$ cat config.mk
export PLATFORM = sky130hd
export DESIGN_NAME = toa_fine_pattern_gen
export DESIGN_NICKNAME = d
export VERILOG_FILES = /design/src/rtl/toa_tdc_pkg.sv /design/src/rtl/toa_thermo_gen.sv /design/src/rtl/toa_fine_pattern_gen.sv
export SDC_FILE = /design/constraint.sdc
export NUM_CORES = 1
export LEC_CHECK = 0
export CAP_MARGIN = 30
export CELL_PAD_IN_SITES_DETAIL_PLACEMENT = 1
export CELL_PAD_IN_SITES_GLOBAL_PLACEMENT = 1
export CORE_MARGIN = 3
export CORE_UTILIZATION = 39
export DETAILED_ROUTE_END_ITERATION = 10
export GPL_TIMING_DRIVEN = 0
export PLACE_DENSITY_LB_ADDON = 0.1
export SLEW_MARGIN = 40
export SYNTH_ARGS = -nofsm -noshare
export SYNTH_HDL_FRONTEND = slang
export SYNTH_HIERARCHICAL = 1
export SYNTH_SLANG_ARGS = --single-unit
$ cat constraint.sdc
create_clock -name clk -period 4.6 [get_ports clk]
set_input_delay 0.69 -clock clk [delete_from_list [all_inputs] [get_ports clk]]
set_output_delay 0.69 -clock clk [all_outputs]
set_load 0.1 [all_outputs]
$ cat src/rtl/toa_tdc_pkg.sv
// Shared constants and types for the TOA fine-phase TDC self-test path.
package toa_tdc_pkg;

    localparam int unsigned NSTAGE      = 63;
    localparam logic [5:0]  POS_INVALID = 6'd63;
    localparam logic [6:0]  SWEEP_LAST  = 7'h7E;

    typedef enum logic [1:0] {
        MODE_IDLE       = 2'b00,
        MODE_SINGLE     = 2'b01,
        MODE_SWEEP      = 2'b10,
        MODE_SWEEP_CONT = 2'b11
    } mode_e;

    typedef enum logic [2:0] {
        ST_IDLE    = 3'd0,
        ST_LOAD    = 3'd1,
        ST_PRESENT = 3'd2,
        ST_HOLD    = 3'd3,
        ST_NEXT    = 3'd4,
        ST_DONE    = 3'd5
    } state_e;

    // Sweep successor; pos 63 has no ring pattern, so 0x3E steps straight to 0x40.
    function automatic logic [6:0] sweep_next(input logic [6:0] code);
        if (code == SWEEP_LAST) begin
            return 7'h00;
        end
        if (code[5:0] == POS_INVALID - 6'd1) begin
            return {1'b1, 6'd0};
        end
        return code + 7'd1;
    endfunction

endpackage

$ cat src/rtl/toa_thermo_gen.sv
// Combinational fine code {h, pos} plus bubble count -> 63-stage ring sample word.
module toa_thermo_gen
    import toa_tdc_pkg::*;
(
    input  logic [6:0]        code,
    input  logic [1:0]        bubble,
    output logic [NSTAGE-1:0] word
);

    logic       h;
    logic [5:0] pos;
    logic [6:0] bsum;
    logic [5:0] bidx;

    assign h   = code[6];
    assign pos = code[5:0];

    always_comb begin
        word = '0;
        bsum = '0;
        bidx = '0;
        word[NSTAGE-1] = ~h;
        // Stages below pos carry one extra phase step, which creates the single equal pair.
        for (int i = 0; i < NSTAGE - 1; i++) begin
            word[i] = ~h ^ i[0] ^ (pos > 6'(i));
        end
        for (int k = 1; k <= 3; k++) begin
            if (2'(k) <= bubble) begin
                bsum = {1'b0, pos} + 7'(2 * k);
                bidx = (bsum >= 7'(NSTAGE)) ? 6'(bsum - 7'(NSTAGE)) : bsum[5:0];
                word[bidx] = ~word[bidx];
            end
        end
    end

endmodule

$ cat src/rtl/toa_fine_pattern_gen.sv
// Fine-code pattern source: single/sweep sequencing, valid/ready handshake, hold spacing.
module toa_fine_pattern_gen
    import toa_tdc_pkg::*;
#(
    parameter int unsigned HOLD_W = 8
) (
    input  logic              clk,
    input  logic              reset,
    input  logic [1:0]        mode,
    input  logic [6:0]        code_in,
    input  logic [1:0]        bubble,
    input  logic [HOLD_W-1:0] hold,
    input  logic              start,
    input  logic              pat_ready,
    output logic              pat_valid,
    output logic [NSTAGE-1:0] pat_word,
    output logic [6:0]        pat_code,
    output logic              busy,
    output logic              done,
    output logic              code_err
);

    state_e            state_q, state_d;
    mode_e             mode_q;
    logic [1:0]        bubble_q;
    logic [6:0]        code_q;
    logic [HOLD_W-1:0] hold_q;
    logic [HOLD_W-1:0] cnt_q;
    logic              err_q;
    logic              valid_q;
    logic [NSTAGE-1:0] word_q;
    logic [6:0]        pcode_q;
    logic [NSTAGE-1:0] gen_word;
    logic              xfer;
    logic              bad_pos;

    toa_thermo_gen u_thermo (
        .code   (code_q),
        .bubble (bubble_q),
        .word   (gen_word)
    );

    assign xfer    = valid_q & pat_ready;
    assign bad_pos = (mode_q == MODE_SINGLE) && (code_q[5:0] == POS_INVALID);

    always_comb begin
        state_d = state_q;
        case (state_q)
            ST_IDLE:    if (start && (mode != MODE_IDLE)) state_d = ST_LOAD;
            ST_LOAD:    state_d = bad_pos ? ST_DONE : ST_PRESENT;
            ST_PRESENT: if (xfer) state_d = ST_HOLD;
            ST_HOLD:    if (cnt_q >= hold_q) state_d = ST_NEXT;
            ST_NEXT: begin
                if (mode_q == MODE_SINGLE) begin
                    state_d = ST_DONE;
                end else if ((mode_q == MODE_SWEEP) && (code_q == SWEEP_LAST)) begin
                    state_d = ST_DONE;
                end else if ((mode_q == MODE_SWEEP_CONT) && (mode == MODE_IDLE)) begin
                    state_d = ST_DONE;
                end else begin
                    state_d = ST_LOAD;
                end
            end
            ST_DONE:    state_d = ST_IDLE;
            default:    state_d = ST_IDLE;
        endcase
    end

    always_ff @(posedge clk) begin
        if (reset) begin
            state_q  <= ST_IDLE;
            mode_q   <= MODE_IDLE;
            bubble_q <= '0;
            code_q   <= '0;
            hold_q   <= '0;
            cnt_q    <= '0;
            err_q    <= 1'b0;
            valid_q  <= 1'b0;
            word_q   <= '0;
            pcode_q  <= '0;
        end else begin
            state_q <= state_d;
            // Valid rises one cycle into PRESENT, which keeps word/code a full cycle ahead of it.
            valid_q <= (state_q == ST_PRESENT) && !xfer;
            if ((state_q == ST_IDLE) && (state_d == ST_LOAD)) begin
                mode_q   <= mode_e'(mode);
                bubble_q <= bubble;
                code_q   <= (mode == MODE_SINGLE) ? code_in : 7'h00;
                err_q    <= 1'b0;
            end
            if (state_q == ST_LOAD) begin
                hold_q  <= hold;
                word_q  <= gen_word;
                pcode_q <= code_q;
                err_q   <= bad_pos;
            end
            if (state_q == ST_PRESENT) begin
                cnt_q <= HOLD_W'(1);
            end
            if (state_q == ST_HOLD) begin
                cnt_q <= cnt_q + HOLD_W'(1);
            end
            if (state_q == ST_NEXT) begin
                code_q <= sweep_next(code_q);
            end
        end
    end

    assign pat_valid = valid_q;
    assign pat_word  = word_q;
    assign pat_code  = pcode_q;
    assign busy      = (state_q == ST_LOAD) || (state_q == ST_PRESENT) ||
                       (state_q == ST_HOLD) || (state_q == ST_NEXT);
    assign done      = (state_q == ST_DONE);
    assign code_err  = done && err_q;

endmodule

* Word-level counts from Yosys, hierarchy flattened
Index checks and enable logic that the tools add are counted.
** Storage, ports and cells
- Register bits after elaboration :: 102
- Input port bits :: 23
** Cells by class
- Add/sub/neg operators :: 8
- Magnitude comparators :: 75
- Equality and inequality tests :: 13
- Mux-type cells :: 47
- Bitwise gates (word level) :: 67
- Reductions and logical operators :: 20
** Operators with widths (count)
- 63-bit bitwise mux :: 3
- 63-bit two-way mux :: 3
- 6-bit > comparator, second input constant :: 30
- 6-bit by 5-bit > comparator with 1-bit output, second input constant :: 16
- 1-bit bitwise XOR :: 62
- 7-bit two-way mux :: 7
- 6-bit by 4-bit > comparator with 1-bit output, second input constant :: 8
- 6-bit by 3-bit > comparator with 1-bit output, second input constant :: 4
- 7-bit by 6-bit >= comparator with 1-bit output, second input constant :: 3
- 6-bit by 7-bit < comparator with 1-bit output, second input constant :: 3
- 3-bit two-way mux :: 7
- 1-bit binary-select mux with 6-bit select :: 3
- 1-bit demux with 6-bit select :: 3
- 6-bit by 1-bit >= comparator with 1-bit output, second input constant :: 3
- 6-bit two-way mux :: 3
- 6-bit subtractor, second input constant :: 3
- 8-bit two-way mux :: 2
- 1-bit two-way mux :: 15
- 3-bit one-hot mux with 5 select lines :: 1
- 6-bit by 3-bit adder with 7-bit output, second input constant :: 2
- 6-bit equality test, second input constant :: 2
- 6-bit by 1-bit > comparator with 1-bit output, second input constant :: 2
- 6-bit by 2-bit > comparator with 1-bit output, second input constant :: 2
- 1-bit logical AND :: 10
- other kinds (19) :: 33

* Longest topological paths before layout
Gate-level depths: netlist of run 1.
- Depth in word-level cells :: 19
- Gate-level depth with buffers :: 22

* By module
Netlist of run 1, hierarchy kept.
** By module, submodules not included
- toa_thermo_gen :: instances 1, cells each 1183, area each 7395.8 um^2, seq. area each 0.0 um^2
- toa_fine_pattern_gen :: instances 1, cells each 521, area each 4125.2 um^2, seq. area each 2042.0 um^2

* Worst setup path after synthesis of run 1
OpenSTA, ideal clock, no wires.
- Kind :: flip-flop to flip-flop
- Start point :: register code_q[2]
- End point :: register word_q[28] (netlist: pat_word[28])
- Setup time :: 0.070 ns
- Data arrival time :: 4.227 ns
- Required time :: 4.530 ns
- Setup slack :: 0.303 ns
- Cell stages (with the launch flop) :: 20
- Buffers on the path :: 4
- Clock period less this slack :: 4.297 ns
- Path through :: dfxtp_1 > buf_1 > inv_1 > ha_1 > buf_2 > nand2b_1 > clkbuf_1 > nor4_1 > a311o_1 > o21ai_2 > a211oi_1 > nor4_1 > a41o_1 > nor4_2 > buf_4 > and2_1 > a221oi_1 > mux2i_1 > nand2_1 > a21oi_1
** On the way
- Cells in the longest elaborated chain, start to end :: 19
** RTL lines
- start: declaration :: RTL line toa_fine_pattern_gen.sv:26 : logic [6:0] code_q;
- start signal: assignment :: RTL line toa_fine_pattern_gen.sv:88 : code_q <= (mode == MODE_SINGLE) ? code_in : 7'h00;
- start signal: assignment :: RTL line toa_fine_pattern_gen.sv:104 : code_q <= sweep_next(code_q);
- 6-bit by 2-bit adder with 7-bit output :: RTL line toa_thermo_gen.sv:29 : bsum = {1'b0, pos} + 7'(2 * k);
- 6-bit subtractor or 7-bit by 6-bit >= comparator with 1-bit output (tied branches) :: RTL line toa_thermo_gen.sv:30 : bidx = (bsum >= 7'(NSTAGE)) ? 6'(bsum - 7'(NSTAGE)) : bsum[5:0];
- 6-bit two-way mux :: RTL line toa_thermo_gen.sv:30
- 6-bit by 7-bit < comparator with 1-bit output (implied by the code) or 6-bit by 1-bit >= comparator with 1-bit output (tied branches) :: RTL line toa_thermo_gen.sv:31 : word[bidx] = ~word[bidx];
- 1-bit logical AND (implied by the code) :: RTL line toa_thermo_gen.sv:31
- 1-bit two-way mux (implied by the code) :: RTL line toa_thermo_gen.sv:31
- 1-bit demux with 6-bit select
- 63-bit bitwise mux :: RTL line toa_thermo_gen.sv:31
- [... 4 more ...]
- 63-bit bitwise mux :: RTL line toa_thermo_gen.sv:31
- 63-bit two-way mux :: RTL line toa_thermo_gen.sv:28 : if (2'(k) <= bubble) begin
- 1-bit binary-select mux with 6-bit select :: RTL line toa_thermo_gen.sv:31
- 1-bit two-way mux (implied by the code) :: RTL line toa_thermo_gen.sv:31
- 1-bit inverter :: RTL line toa_thermo_gen.sv:31
- 63-bit bitwise mux :: RTL line toa_thermo_gen.sv:31
- 63-bit two-way mux * :: RTL line toa_thermo_gen.sv:28
- named net gen_word[28] :: RTL line toa_fine_pattern_gen.sv:33 : logic [NSTAGE-1:0] gen_word;
- end signal: assignment :: RTL line toa_fine_pattern_gen.sv:93 : word_q <= gen_word;
- end: declaration :: RTL line toa_fine_pattern_gen.sv:31 : logic [NSTAGE-1:0] word_q;
The timed path passes the listed nets; every way through them passes the cells marked *. The select of a mux whose other input is x is not followed.
A chain may end at the register's enable or synchronous reset.

* Worst setup path in the final report of run 1
- Start point :: register code_q[3]
- End point :: register word_q[30] (netlist: pat_word[30])
Same word-level chain as after synthesis.

==> results.yml, run 1 <==
detailed_routing:
  vias_per_cell: 6.929
  drt_iter0_drc: 2141
  ant_nets: 0
  drt-total-wl_um: 68590
  drc_errors: 0
  via_count: 16061
  wire_per_inst_um: 29.59
  firstDrtPassIters: 6
clock_tree:
  cts_buffer_depth: 2
  cts_buffers: 9
  h-tree-depth: 3
  clkLatencyLatePin_ps: 360
  cts.sinks: 102
  cts.clk_slew.worst_paths_ps: 80
  cts-root-buf: "clkbuf_16"
  cts_hold_buf: 0
  cts_tree: "done"
sta:
  max_freq_ghz: 0.2120
  slew_headroom_pct: 35.56
  clock_skew_ps: 10.86
  setup_tns_ps: -1139
  finalCritPeriodShare_pct: 102.6
  timing.hold.ws_ps: 457.7
  finalMaxSlewViolations: 0
  setup_ws_ps: -117.8
  hold_violations: 0
  setup_viol: 32
  worst_pin_slew_ps: 965.5
  fin_crit_ps: 4718
floorplanning:
  initial_core_util_pct: 39.82
  core_area_um2: 28940
  ios: 97
  die_x_um: 177.9
  die_h_um: 177.9
  dieArea_um2: 31640
  fp-row-count: 62
layout:
  layout_common_cells: "nand2_1, a21oi_1, nor2_1, buf_4, buf_2"
  syn_to_final_growth_pct: 33.62
  final_common_cell: "nand2_1"
  num_antenna_cells: 0
  fillers: 3668
  nNetsFinal: 1978
  fin_cells: 2318
  drive_gt1_share_pct: 27.04
power:
  p_total_mw: 3.745
  ir_worst_vdd_v: 0.0001622
  p_per_area_nw_per_um2: 243.3
  leakage_nw: 5.605
global_route:
  grt_overflow: 0
  grtUsageTotal_pct: 40.32
  grt_util_met3_pct: 11.72
  use_met1_pct: 51.34
  antenna_found_initial: 1
  top_usage_layer: "met2"
  grt_pass1_vias: 15381
  grt_pass1_wl_um: 96360
  grtUsageMet2_pct: 62.59
  grt_max_degree: 19
setup_path:
  endpoint_kind: "register"
  setup.worst_path.start_class: "register"
  crit_required_ps: 4870
  cp_max_fo: 10
  path_class: "register to register"
  cp.arrival_ps: 4990
placed_design:
  gp_congestion: 1.049
  io_buffers: 95
  place_ws_ps: -2062
  dp.cells: 2186
  hpwl_um: 49770
logic_synthesis:
  synth_area_um2: 11520
  ys.flop_type: "dfxtp_1"
  synth.top_cell.area_share_pct: 17.72
  syn_avg_cell_area_um2: 6.761
  synth_largest_area_cell: "dfxtp_1"
  synth_seq_area_share_pct: 17.72
  synthDistinctLibCells: 102
  async_flop_share_pct: 0
  synth_seq_cells: 102
  yosysWarnings: 6
  synth_edf_count: 0
  syn_nets: 1753
  syn-instance-count: 1704
  yosys-top-cells-area: "dfxtp_1, nand2_1, a21oi_1"
job:
  maxCapViolations: 0
outcome:
  status: "finished with violations"
  violations: "negative setup slack"
min_path:
  hold_path_class: "register to register"
-- cells in the mapped netlist, types with 18 or more instances --
library cell	instances
a21oi_1	179
o22ai_1	34
buf_2	34
a211oi_1	20
a22oi_1	34
dfxtp_1	102
nor2_1	161
nand4_1	18
ha_1	26
inv_1	39
nand2_1	298
a221oi_1	23
a31oi_1	46
xnor2_1	70
nand3_1	50
o21ai_0	67
clkbuf_1	66
nor3_1	38
and2_1	20
mux2i_1	24
-- layer usage --
layer  share of wire (%)  up-vias
li1                    -     6741
met1                  38     7792
met2                  44     1179
met3                  12      347
met4                 6.0        2
met5               0.016        -
-- kinds of logic (layout without fill, tap and decap cells) --
| family | Yosys count | count (layout) | share of synthesized area, % |
|---|---|---|---|
| simple gates | 695 | 695 | 28.18 |
| compound gates | 605 | 605 | 35.91 |
| xor+xnor | 75 | 75 | 5.930 |
| buf+inv | 173 | 403 | 6.950 |
| fa+ha+maj | 26 | 26 | 2.824 |
| mux | 28 | 28 | 2.476 |
| flops | 102 | 102 | 17.72 |
-- registers in the layout, summed over array words and instances, names as in the netlist --
name and cells:
pat_word 63, cnt_q 8, hold_q 8, code_q 7, pat_code 7, state_q 3, bubble_q 2, mode_q 2
err_q 1, pat_valid 1
-- critical path: stages (launching register included) --
cell	delay, ps
dfxtp_4	390
buf_12	160
buf_6	160
clkinvlp_4	180
ha_4	290
nand3_2	120
nand2_2	120
a21boi_4	170
buf_12	150
o211ai_1	310
and2_4	310
o22ai_1	130
o41ai_2	530
nand4_1	160
buf_4	200
nor3_4	260
buf_4	270
a32oi_1	120
a22oi_1	280
nand2_1	110
a21oi_1	160
-- metrics by stage --
stage	utilization (%)	area, um^2
global route	53.20	15390
CTS	49.20	14240
global placement	44.76	12950
floorplan	-	11520
finish	53.20	15390
detailed placement	43.95	12720
-- report_power, final --
group	leakage (nW)	internal [mW]	switching, mW
Clock	0.153	0.431	0.394
Combinational	4.62	0.629	1.34
Sequential	0.832	0.921	0.0336
Total	5.61	1.98	1.76
-- timing repair --
action,4_1_cts,5_1_grt
cloned,0,2
buffers inserted,58,67
pin swaps,27,49
setup endpoints to repair,63,63
endpoints found under the hold margin,0,0
gates resized for setup,179,134
-- final cells by class --
type	instances	area, um^2	share of cell area, %
clock inverter	7	77.57	0.5039
sequential	102	2059	13.38
timing repair buffer	226	1614	10.48
inverter	43	175.2	1.138
multi-input combinational	1429	9985	64.86
buffer	118	778.2	5.055
tap	384	480.5	3.121
clock buffer	9	225.2	1.463
-- worst paths after layout --
path / start / endpoint / slack [ps] / cells after the start
worst min register to register: pat_word[1]$_SDFFE_PP0N_ / pat_word[1]$_SDFFE_PP0N_ / 460 / 2
worst min-delay path: pat_word[1]$_SDFFE_PP0N_ / pat_word[1]$_SDFFE_PP0N_ / 460 / 2
worst max register to register: code_q[3]$_SDFFE_PP0P_ / pat_word[30]$_SDFFE_PP0N_ / -120 / 20
worst max-delay path: code_q[3]$_SDFFE_PP0P_ / pat_word[30]$_SDFFE_PP0N_ / -120 / 20
No activity file was read; power rests on OpenSTA's default activity.
==> run 2: changes to the inputs <==
--- a/config.mk
+++ b/config.mk
@@ -13,6 +13,7 @@
 export DETAILED_ROUTE_END_ITERATION = 10
 export GPL_TIMING_DRIVEN = 0
 export PLACE_DENSITY_LB_ADDON = 0.1
+export SKIP_CTS_REPAIR_TIMING = 1
 export SLEW_MARGIN = 40
 export SYNTH_ARGS = -nofsm -noshare
 export SYNTH_HDL_FRONTEND = slang
==> run 2 against run 1 <==
The run still ends with negative setup slack left. First-iteration DRC count grew 3.7%. Clock skew shrank 0.72 ps. Sequential share of layout area grew 0.083 points. Non-clock buffer count shrank 16. Core utilization shrank 0.36 points. Worst hold slack is essentially flat. Total power is essentially flat. Die area is the same. Routed wire length grew 0.86%. Global-route usage shrank 2.0 points. Cell area shrank 0.67%. Largest cell class unchanged.
==> results.yml, run 2 (same netlist as run 1, synthesis figures left out) <==
power:
  p_int_mw: 1.988
  ir_worst_vdd_v: 0.0001625
  power.share.switching_pct: 46.96
  p_seq_share_pct: 25.5
  leakage_nw: 5.499
  pwr-share-clk_pct: 21.9
  p_per_area_nw_per_um2: 245.1
  pwr-share-comb_pct: 52.5
  p_sw_mw: 1.760
floorplanning:
  fp-row-count: 62
  die_x_um: 177.9
  initial_core_util_pct: 39.82
  ios: 97
  core_area_um2: 28940
  dieArea_um2: 31640
  die_h_um: 177.9
global_route:
  grt_pass1_vias: 14601
  grt_max_degree: 19
  grtUsageTotal_pct: 38.36
  antenna_found_initial: 1
  grt_overflow: 0
  grt_pass1_wl_um: 91620
min_path:
  hold_path_class: "register to register"
  hold_depth: 2
clock_tree:
  cts_buffers: 9
  h-tree-depth: 3
  cts.clk_slew.worst_paths_ps: 80
  clkLatencyLatePin_ps: 360
  cts_buffer_depth: 2
  cts.sinks: 102
  cts_tree: "done"
  cts-root-buf: "clkbuf_16"
sta:
  hold_violations: 0
  finalMaxSlewViolations: 0
  setup_viol: 58
  setup_ws_ps: -210.8
  worst_pin_slew_ps: 1105
  slew_headroom_pct: 26.35
  finalCritPeriodShare_pct: 104.6
  max_freq_ghz: 0.2079
  clock_skew_ps: 10.14
  fin_crit_ps: 4811
setup_path:
  cp_max_fo: 10
  r2r_start: "code_q[3]$_SDFFE_PP0P_"
  cpMostUsedCell: "a21oi_1"
  endpoint_kind: "register"
  crit_required_ps: 4820
  worstSetupStartpoint: "code_q[3]$_SDFFE_PP0P_"
  regToRegSetupSlack_ps: -210
  critPathMaxStageDelay_ps: 880
  reg2reg_to: "pat_word[36]$_SDFFE_PP0N_"
  r2r_cells: 18
  setup.worst_path.start_class: "register"
  slowest_stage: "clkbuf_1"
  cp_cell_sequence: "buf_6 > buf_6 > clkinvlp_4 > ha_4 > nand3_2 > nand2_2 > a21boi_4 > o21ai_1 > and2_4 > nor2_1 > clkbuf_1 > nand2_1 > o21ai_0 > a21oi_1 > a31oi_1 > a21oi_1 > nand2_1 > a21oi_1"
  path_class: "register to register"
  crit_end: "pat_word[36]$_SDFFE_PP0N_"
  cp.arrival_ps: 5030
detailed_routing:
  ant_nets: 0
  firstDrtPassIters: 8
  drt_iter0_drc: 2221
  via_count: 16016
  vias_per_cell: 6.945
  drt-total-wl_um: 69170
  drc_errors: 0
  wire_per_inst_um: 30.00
layout:
  postLayoutCellArea_um2: 15290
  final_common_cell: "nand2_1"
  fillers: 3698
  final_core_util_pct: 52.85
  drive_gt1_share_pct: 26.44
  nNetsFinal: 1965
  layout_common_cells: "nand2_1, a21oi_1, nor2_1, buf_4, buf_2"
  fin_cells: 2306
  syn_to_final_growth_pct: 32.72
  largest_reg_flops: 63
placed_design:
  hpwl_um: 49770
  gp_congestion: 1.049
  placed_cell_area_um2: 12720
  dp.cells: 2186
  io_buffers: 95
outcome:
  violations: "negative setup slack"
  status: "finished with violations"
job:
  maxCapViolations: 0
run 2: cell type report:
cell class                      count  area [um^2]  share of cell area, %
Antenna cell                        1        2.502                0.01637
Buffer                            118        719.4                  4.705
Clock buffer                        9        225.2                  1.473
Clock inverter                      7        77.57                 0.5073
Inverter                           43        176.4                  1.154
Multi-Input combinational cell   1431        10020                  65.53
Sequential cell                   102         2058                  13.46
Tap cell                          384        480.5                  3.142
Timing Repair Buffer              210         1526                  9.983
Timing Repair inverter              1        5.005                0.03273
run 2: per-layer routing:
layer	global-route usage, %	routed length, um
met3	8.964	7807
met2	59.85	30570
met1	50.92	27020
met5	0	0
met4	15.28	3772
run 2: through the flow:
step	hold WS (ps)	setup TNS, ps	total power [mW]	worst slack [ps]
floorplan	436.3	0	1.963	303.1
global placement	442.0	-114470	2.442	-2115
CTS	460.7	-116350	3.265	-2088
global route	484.2	-8141	3.845	-219.4
finish	458.1	-5312	3.748	-210.8
detailed placement	449.6	-114200	2.441	-2062
run 2: power by group through the flow:
stage | Sequential, mW | Clock, mW | Combinational (mW)
after floorplan | 1.17 | 0 | 0.795
after global placement | 0.977 | 0 | 1.46
after detailed placement | 0.978 | 0 | 1.46
after CTS | 0.957 | 0.837 | 1.47
after global routing | 0.960 | 0.872 | 2.01
final | 0.956 | 0.822 | 1.97
run 2: worst min-delay path by stage:
stage / startpoint / slack [ps] / endpoint
2_1_floorplan: hold_q[1]$_SDFFE_PP0N_ / 440 / hold_q[1]$_SDFFE_PP0N_
3_3_place_gp: pat_word[4]$_SDFFE_PP0N_ / 440 / pat_word[4]$_SDFFE_PP0N_
3_5_place_dp: pat_word[5]$_SDFFE_PP0N_ / 450 / pat_word[5]$_SDFFE_PP0N_
4_1_cts: pat_word[5]$_SDFFE_PP0N_ / 460 / pat_word[5]$_SDFFE_PP0N_
5_1_grt: pat_word[23]$_SDFFE_PP0N_ / 480 / pat_word[23]$_SDFFE_PP0N_
6_report: pat_word[1]$_SDFFE_PP0N_ / 460 / pat_word[1]$_SDFFE_PP0N_
run 2: critical path: cells and delay by family (launching register included):
kind | cells | cell delay [ps]
compound gates | 7 | 1130
buf+inv | 4 | 1450
fa+ha+maj | 1 | 340
simple gates | 6 | 1340
flops | 1 | 400
==> RTL edit 1, RTL diff (flow settings as in run 1) <==
Register the output `code_err`, cleared by the reset; this adds one clock of latency there. The other outputs are not delayed to match.
--- a/src/rtl/toa_fine_pattern_gen.sv
+++ b/src/rtl/toa_fine_pattern_gen.sv
@@ -113,5 +113,11 @@
                        (state_q == ST_HOLD) || (state_q == ST_NEXT);
     assign done      = (state_q == ST_DONE);
-    assign code_err  = done && err_q;
+    always_ff @(posedge clk) begin
+        if (reset) begin
+            code_err <= '0;
+        end else begin
+            code_err <= done && err_q;
+        end
+    end
 
 endmodule
Function: changed (a bounded check fails within 4 cycles, from zero or initial values and one cycle with reset high).
==> RTL edit 1 against run 1 <==
Non-clock buffer count fell by 21. Final area rose by 0.57%. Clock skew rose by 0.011 ns. Area after synthesis rose by 0.20%. Wire length rose by 0.80%. Sequential cell count rose by 1. Total power rose by 0.29%. Critical path depth did not move. Worst setup slack got worse by 0.084 ns. The run still ends with negative setup slack left. Critical endpoint is now pat_word[5].
==> RTL edit 1: results (changes against run 1) <==
stage,metric,value,unit,change
power_and_ir_drop,Pleak,5.50,nW,-1.8%
critical_path,crit path to,pat_word[5],,
yosys,most common library cells after synthesis,"296 x nand2_1, 176 x a21oi_1, 156 x nor2_1",,
drt,initial drt markers,2266,,+5.8%
outcome,failing checks,negative setup slack,,
cells_and_area,share of cells above drive strength 1,27.1,%,+0.050 points
yosys,syn_area_per_cell,6.77,um^2,+0.14%
drt,met3 routed WL,8570,um,+3.6%
global_route,M1 GR Usage,54.4,%,+3.1 points
critical_path,"Arr. time, crit path",5.10,ns,+0.11 ns
global_route,All-Layer GR Usage,41.0,%,+0.70 points
global_route,largest net degree at the start of global routing,22,,+3
drt,metal2 WL,29800,um,-0.56%
placement,dpl ws,-2.39,ns,-0.331 ns
critical_path,"Largest stage delay, worst path",0.58,ns,+0.05 ns
global_route,GR Util met2,62.4,%,-0.14 points
yosys,ranking of synthesized cells by area,"dfxtp_1 18%, nand2_1 9.6%, a21oi_1 7.6%, xnor2_1 5.2%, nor2_1 5.1%",,
critical_path,Setup crit start,code_q[2],,
min_path,Hold Path End,pat_word[31],,
critical_path,Critical Path Fanout Max,10,,unchanged
placement,routability cong.,1.08,,+2.9%
cells_and_area,Finished Layout Cells,2297,,-0.91%
timing,final setup TNS,-3.06,ns,-1.92 ns
yosys,register area share after synthesis,17.9,%,+0.14 points
global_route,initial antenna violation count,0,,-1
yosys,Netlist cell types,98,,-3.9%
global_route,global-route wire length before repair,97500,um,+1.2%
power_and_ir_drop,Internal Power,1.94,mW,-1.9%
global_route,grt met3 use,10.9,%,-0.78 points
yosys,post-synth net total,1754,,+0.057%
drt,DR pass1 iterations,5,,-1
placement,HPWL Detailed,50400,um,+1.2%
outcome,run status,"complete, but fails checks",,
power_and_ir_drop,Peak VDD IR,0.159,mV,-1.9%
drt,wl on met1,26800,um,+2.0%
global_route,vias in the first global route,15200,,-0.98%
drt,drt total wl,69100,um,+0.80%
timing,Slew HR,38.5,%,+2.9 points
cells_and_area,final net count,1956,,-1.1%
timing,Final setup viols,41,,+28%
timing,setup ws final,-0.202,ns,-0.0844 ns
drt,via count,16100,,+0.44%
[RTL edit 1: what timing repair did]
action,CTS,global route
hold buffers,0,0
pin swaps,28,45
setup endpoints to repair,63,63
setup buffers,49,57
gates resized for setup,203,155
[RTL edit 1: layout make-up]
class / instances / area [um^2]
inverters: 42 / 178
flip-flops and latches: 103 / 2080
multi-input cells: 1428 / 10200
plain buffers: 120 / 759
repair buffers: 203 / 1510
clock inverters: 7 / 90.1
diodes: 1 / 2.50
clock buffers: 9 / 225
fillers: 3641 / 13500
well taps: 384 / 480
[RTL edit 1: critical path, delay by kind of cell, from the launching register on]
| family | cells | cell delay [ns] |
|---|---|---|
| and+or+nand+nor | 8 | 1.30 |
| adders and majority gates | 1 | 0.32 |
| DFF | 1 | 0.44 |
| AOI/OAI and AO/OA | 5 | 1.52 |
| buffers and inverters | 6 | 1.12 |
[RTL edit 1: power groups by stage]
| stage | Sequential [mW] | Clock, mW | Combinational, mW |
|---|---|---|---|
| 3_5_place_dp | 0.988 | 0 | 1.47 |
| 6_report | 0.964 | 0.809 | 1.98 |
| 4_1_cts | 0.964 | 0.830 | 1.73 |
| 5_1_grt | 0.969 | 0.862 | 2.02 |
| 2_1_floorplan | 1.18 | 0 | 0.788 |
| 3_3_place_gp | 0.987 | 0 | 1.47 |
[RTL edit 1: cell families after synthesis]
logic type | Yosys count | share of synthesized area, %
flip-flops | 103 | 17.9
AO/OA/AOI/OAI | 605 | 35.8
AND/OR/NAND/NOR | 693 | 28.2
adder cells (fa/ha/maj) | 26 | 2.82
buffers and inverters | 174 | 6.80
XOR/XNOR | 76 | 5.99
multiplexers | 28 | 2.47
==> RTL edit 2, RTL diff (config.mk and constraints of run 1) <==
Without the edit above. The package constant `NSTAGE` goes from 63 to 126.
--- a/src/rtl/toa_tdc_pkg.sv
+++ b/src/rtl/toa_tdc_pkg.sv
@@ -2,5 +2,5 @@
 package toa_tdc_pkg;
 
-    localparam int unsigned NSTAGE      = 63;
+    localparam int unsigned NSTAGE      = 126;
     localparam logic [5:0]  POS_INVALID = 6'd63;
     localparam logic [6:0]  SWEEP_LAST  = 7'h7E;
Interface: changed (resized pat_word); port bits go from 97 to 160. The function was not compared with the original's and may differ.
==> RTL edit 2 against run 1 <==
The flow still finishes with violations (negative setup slack). Area after synthesis grew 18%. Sequential cell count grew 63. Total power grew 42%. Worst setup slack gained 0.064 ns. Sequential share of layout area grew 6.5 points. Final area grew 8.2%. Sequential power grew 62%. Wire length grew 26%.
==> RTL edit 2: results (changes against run 1) <==
stage,metric,value,unit,change
placement,Inst Count DP,2621,,+20%
critical_path,worst r2r src,code_q[5],,
timing,Slew HR,32.7,%,-2.8 points
outcome,failing checks,negative setup slack,,
cells_and_area,design area,16700,um^2,+8.2%
drt,drt total wl,86400,um,+26%
global_route,initial antenna violation count,9,,+8
placement,Placed Area,15200,um^2,+20%
placement,port bufs,159,,+67%
clocking,CTS Buf Count,17,,+8
clocking,worst skew pair latency,0.48,ns,+0.12 ns
drt,DR vias/cell,6.96,,+0.43%
placement,routability cong.,1.11,,+5.9%
critical_path,reg-to-reg endpoint,pat_word[0],,
timing,Final setup viols,7,,-78%
power_and_ir_drop,Peak VDD IR,0.324,mV,+100%
outcome,run status,"complete, but fails checks",,
global_route,largest net degree at the start of global routing,19,,unchanged
clocking,Root Driver,clkbuf_16,,
yosys,ranking of synthesized cells by area,"dfxtp_1 24%, nand2_1 11%, a21oi_1 10%, xnor2_1 4.7%, nor2_1 3.6%",,
cells_and_area,final net count,2268,,+15%
yosys,Netlist cell types,90,,-12%
yosys,register area share after synthesis,24.3,%,+6.6 points
global_route,global-route wire length before repair,123000,um,+27%
clocking,htree depth,4,,+1
clocking,clock buffer depth,2,,unchanged
power_and_ir_drop,Pleak,6.33,nW,+13%
critical_path,Setup CP Type,flip-flop to flip-flop,,
timing,setup ws final,-0.0536,ns,+0.0641 ns
global_route,All-Layer GR Usage,45.3,%,+5.0 points
global_route,vias in the first global route,18300,,+19%
critical_path,R2R cell count,17,,-15%
yosys,syn_area_per_cell,6.76,um^2,about the same
clocking,clock-pin slew on the worst setup and hold paths,0.08,ns,about the same
placement,HPWL Detailed,65200,um,+31%
drt,via count,18700,,+16%
timing,skew final,0.0159,ns,+0.00508 ns
cells_and_area,Layout fillers,4421,,+21%
timing,final setup TNS,-0.189,ns,+0.950 ns
critical_path,Critical Path Fanout Max,10,,unchanged
cells_and_area,max FFs per register,126,,+100%
cells_and_area,share of cells above drive strength 1,21.1,%,-6.0 points
drt,DR pass1 iterations,7,,+1
yosys,top_reg_cell synth,dfxtp_1,,
yosys,post-synth net total,2054,,+17%
min_path,Hold Crit Class,flip-flop to flip-flop,,
yosys,Post-synth ARST share,0,%,unchanged
drt,initial drt markers,2842,,+33%
yosys,most common library cells after synthesis,"411 x nand2_1, 278 x a21oi_1, 165 x dfxtp_1",,
yosys,Ys Warns,6,,unchanged
critical_path,"Arr. time, crit path",5.00,ns,about the same
placement,dpl ws,-2.04,ns,+0.0203 ns
-- RTL edit 2: cell types whose count changed in the layout (fill, tap and decap cells not counted), sizes merged, moves of 11 or more --
| cell | run 1 | this run |
|---|---|---|
| o22ai | 34 | 21 |
| a32oi | 5 | 20 |
| o21ai | 78 | 101 |
| nand3 | 50 | 75 |
| a21oi | 181 | 278 |
| a21o | 7 | 18 |
| dfxtp | 102 | 165 |
| a221oi | 27 | 12 |
| nand2 | 300 | 411 |
| clkbuf | 68 | 108 |
| nor2 | 163 | 131 |
| nor4 | 17 | 5 |
-- RTL edit 2: timing repair --
item / in CTS / in global routing
resized for setup: 100 / 52
endpoints found under the setup margin: 64 / 52
pin swaps: 13 / 4
setup buffers: 24 / 10
hold buffers: 0 / 0
-- RTL edit 2: where the power goes --
part	internal [mW]	switching, mW
Combinational	0.563	1.69
Sequential	1.50	0.0522
Clock	0.743	0.759
Total	2.80	2.50
-- RTL edit 2: kinds of logic after synthesis --
logic type | after synthesis | synth area share, %
muxes | 23 | 1.92
AOI/OAI and AO/OA | 692 | 32.4
xor gates and xnor gates | 78 | 5.14
and+or+nand+nor | 818 | 27.2
buffers and inverters | 215 | 7.24
DFF | 165 | 24.3
adders and majority gates | 20 | 1.84
-- RTL edit 2: worst min path at each step --
stage / from / endpoint / slack (ns) / depth (start not counted)
2_1_floorplan: hold_q[1] / hold_q[1] / 0.44 / 2
5_1_grt: pat_word[71] / pat_word[71] / 0.47 / 2
4_1_cts: pat_word[31] / pat_word[31] / 0.46 / 2
3_5_place_dp: pat_word[31] / pat_word[31] / 0.45 / 2
3_3_place_gp: pat_word[71] / pat_word[71] / 0.44 / 2
6_report: pat_word[95] / pat_word[95] / 0.46 / 2
-- RTL edit 2: metal layers --
layer  wire length, um  global-route usage (%)
met1             31900                    55.8
met2             35400                    67.2
met3             11900                    15.6
met4              7000                    29.1
met5                75                       0
-- RTL edit 2: worst max-delay path: stages (launching register included) --
cell	delay (ns)
dfxtp_1	0.58
buf_6	0.21
buf_2	0.31
buf_4	0.27
o21a_1	0.30
o31ai_1	0.15
xnor2_1	0.65
a21oi_1	0.23
o22ai_1	0.25
nor3_1	0.08
o2111a_2	0.29
and2_1	0.16
buf_2	0.15
buf_4	0.18
a221oi_1	0.33
a31oi_2	0.16
nand2_1	0.15
a21oi_1	0.07
-- RTL edit 2: final cells by class --
class / count / share of cell area [%]
Multi-Input combinational cell: 1631 / 59.5
Sequential cell: 165 / 19.9
Timing Repair Buffer: 196 / 7.09
Buffer: 184 / 5.81
Tap cell: 448 / 3.36
Clock buffer: 18 / 2.64
Clock inverter: 14 / 0.923
Inverter: 30 / 0.728
Antenna cell: 1 / 0.0150
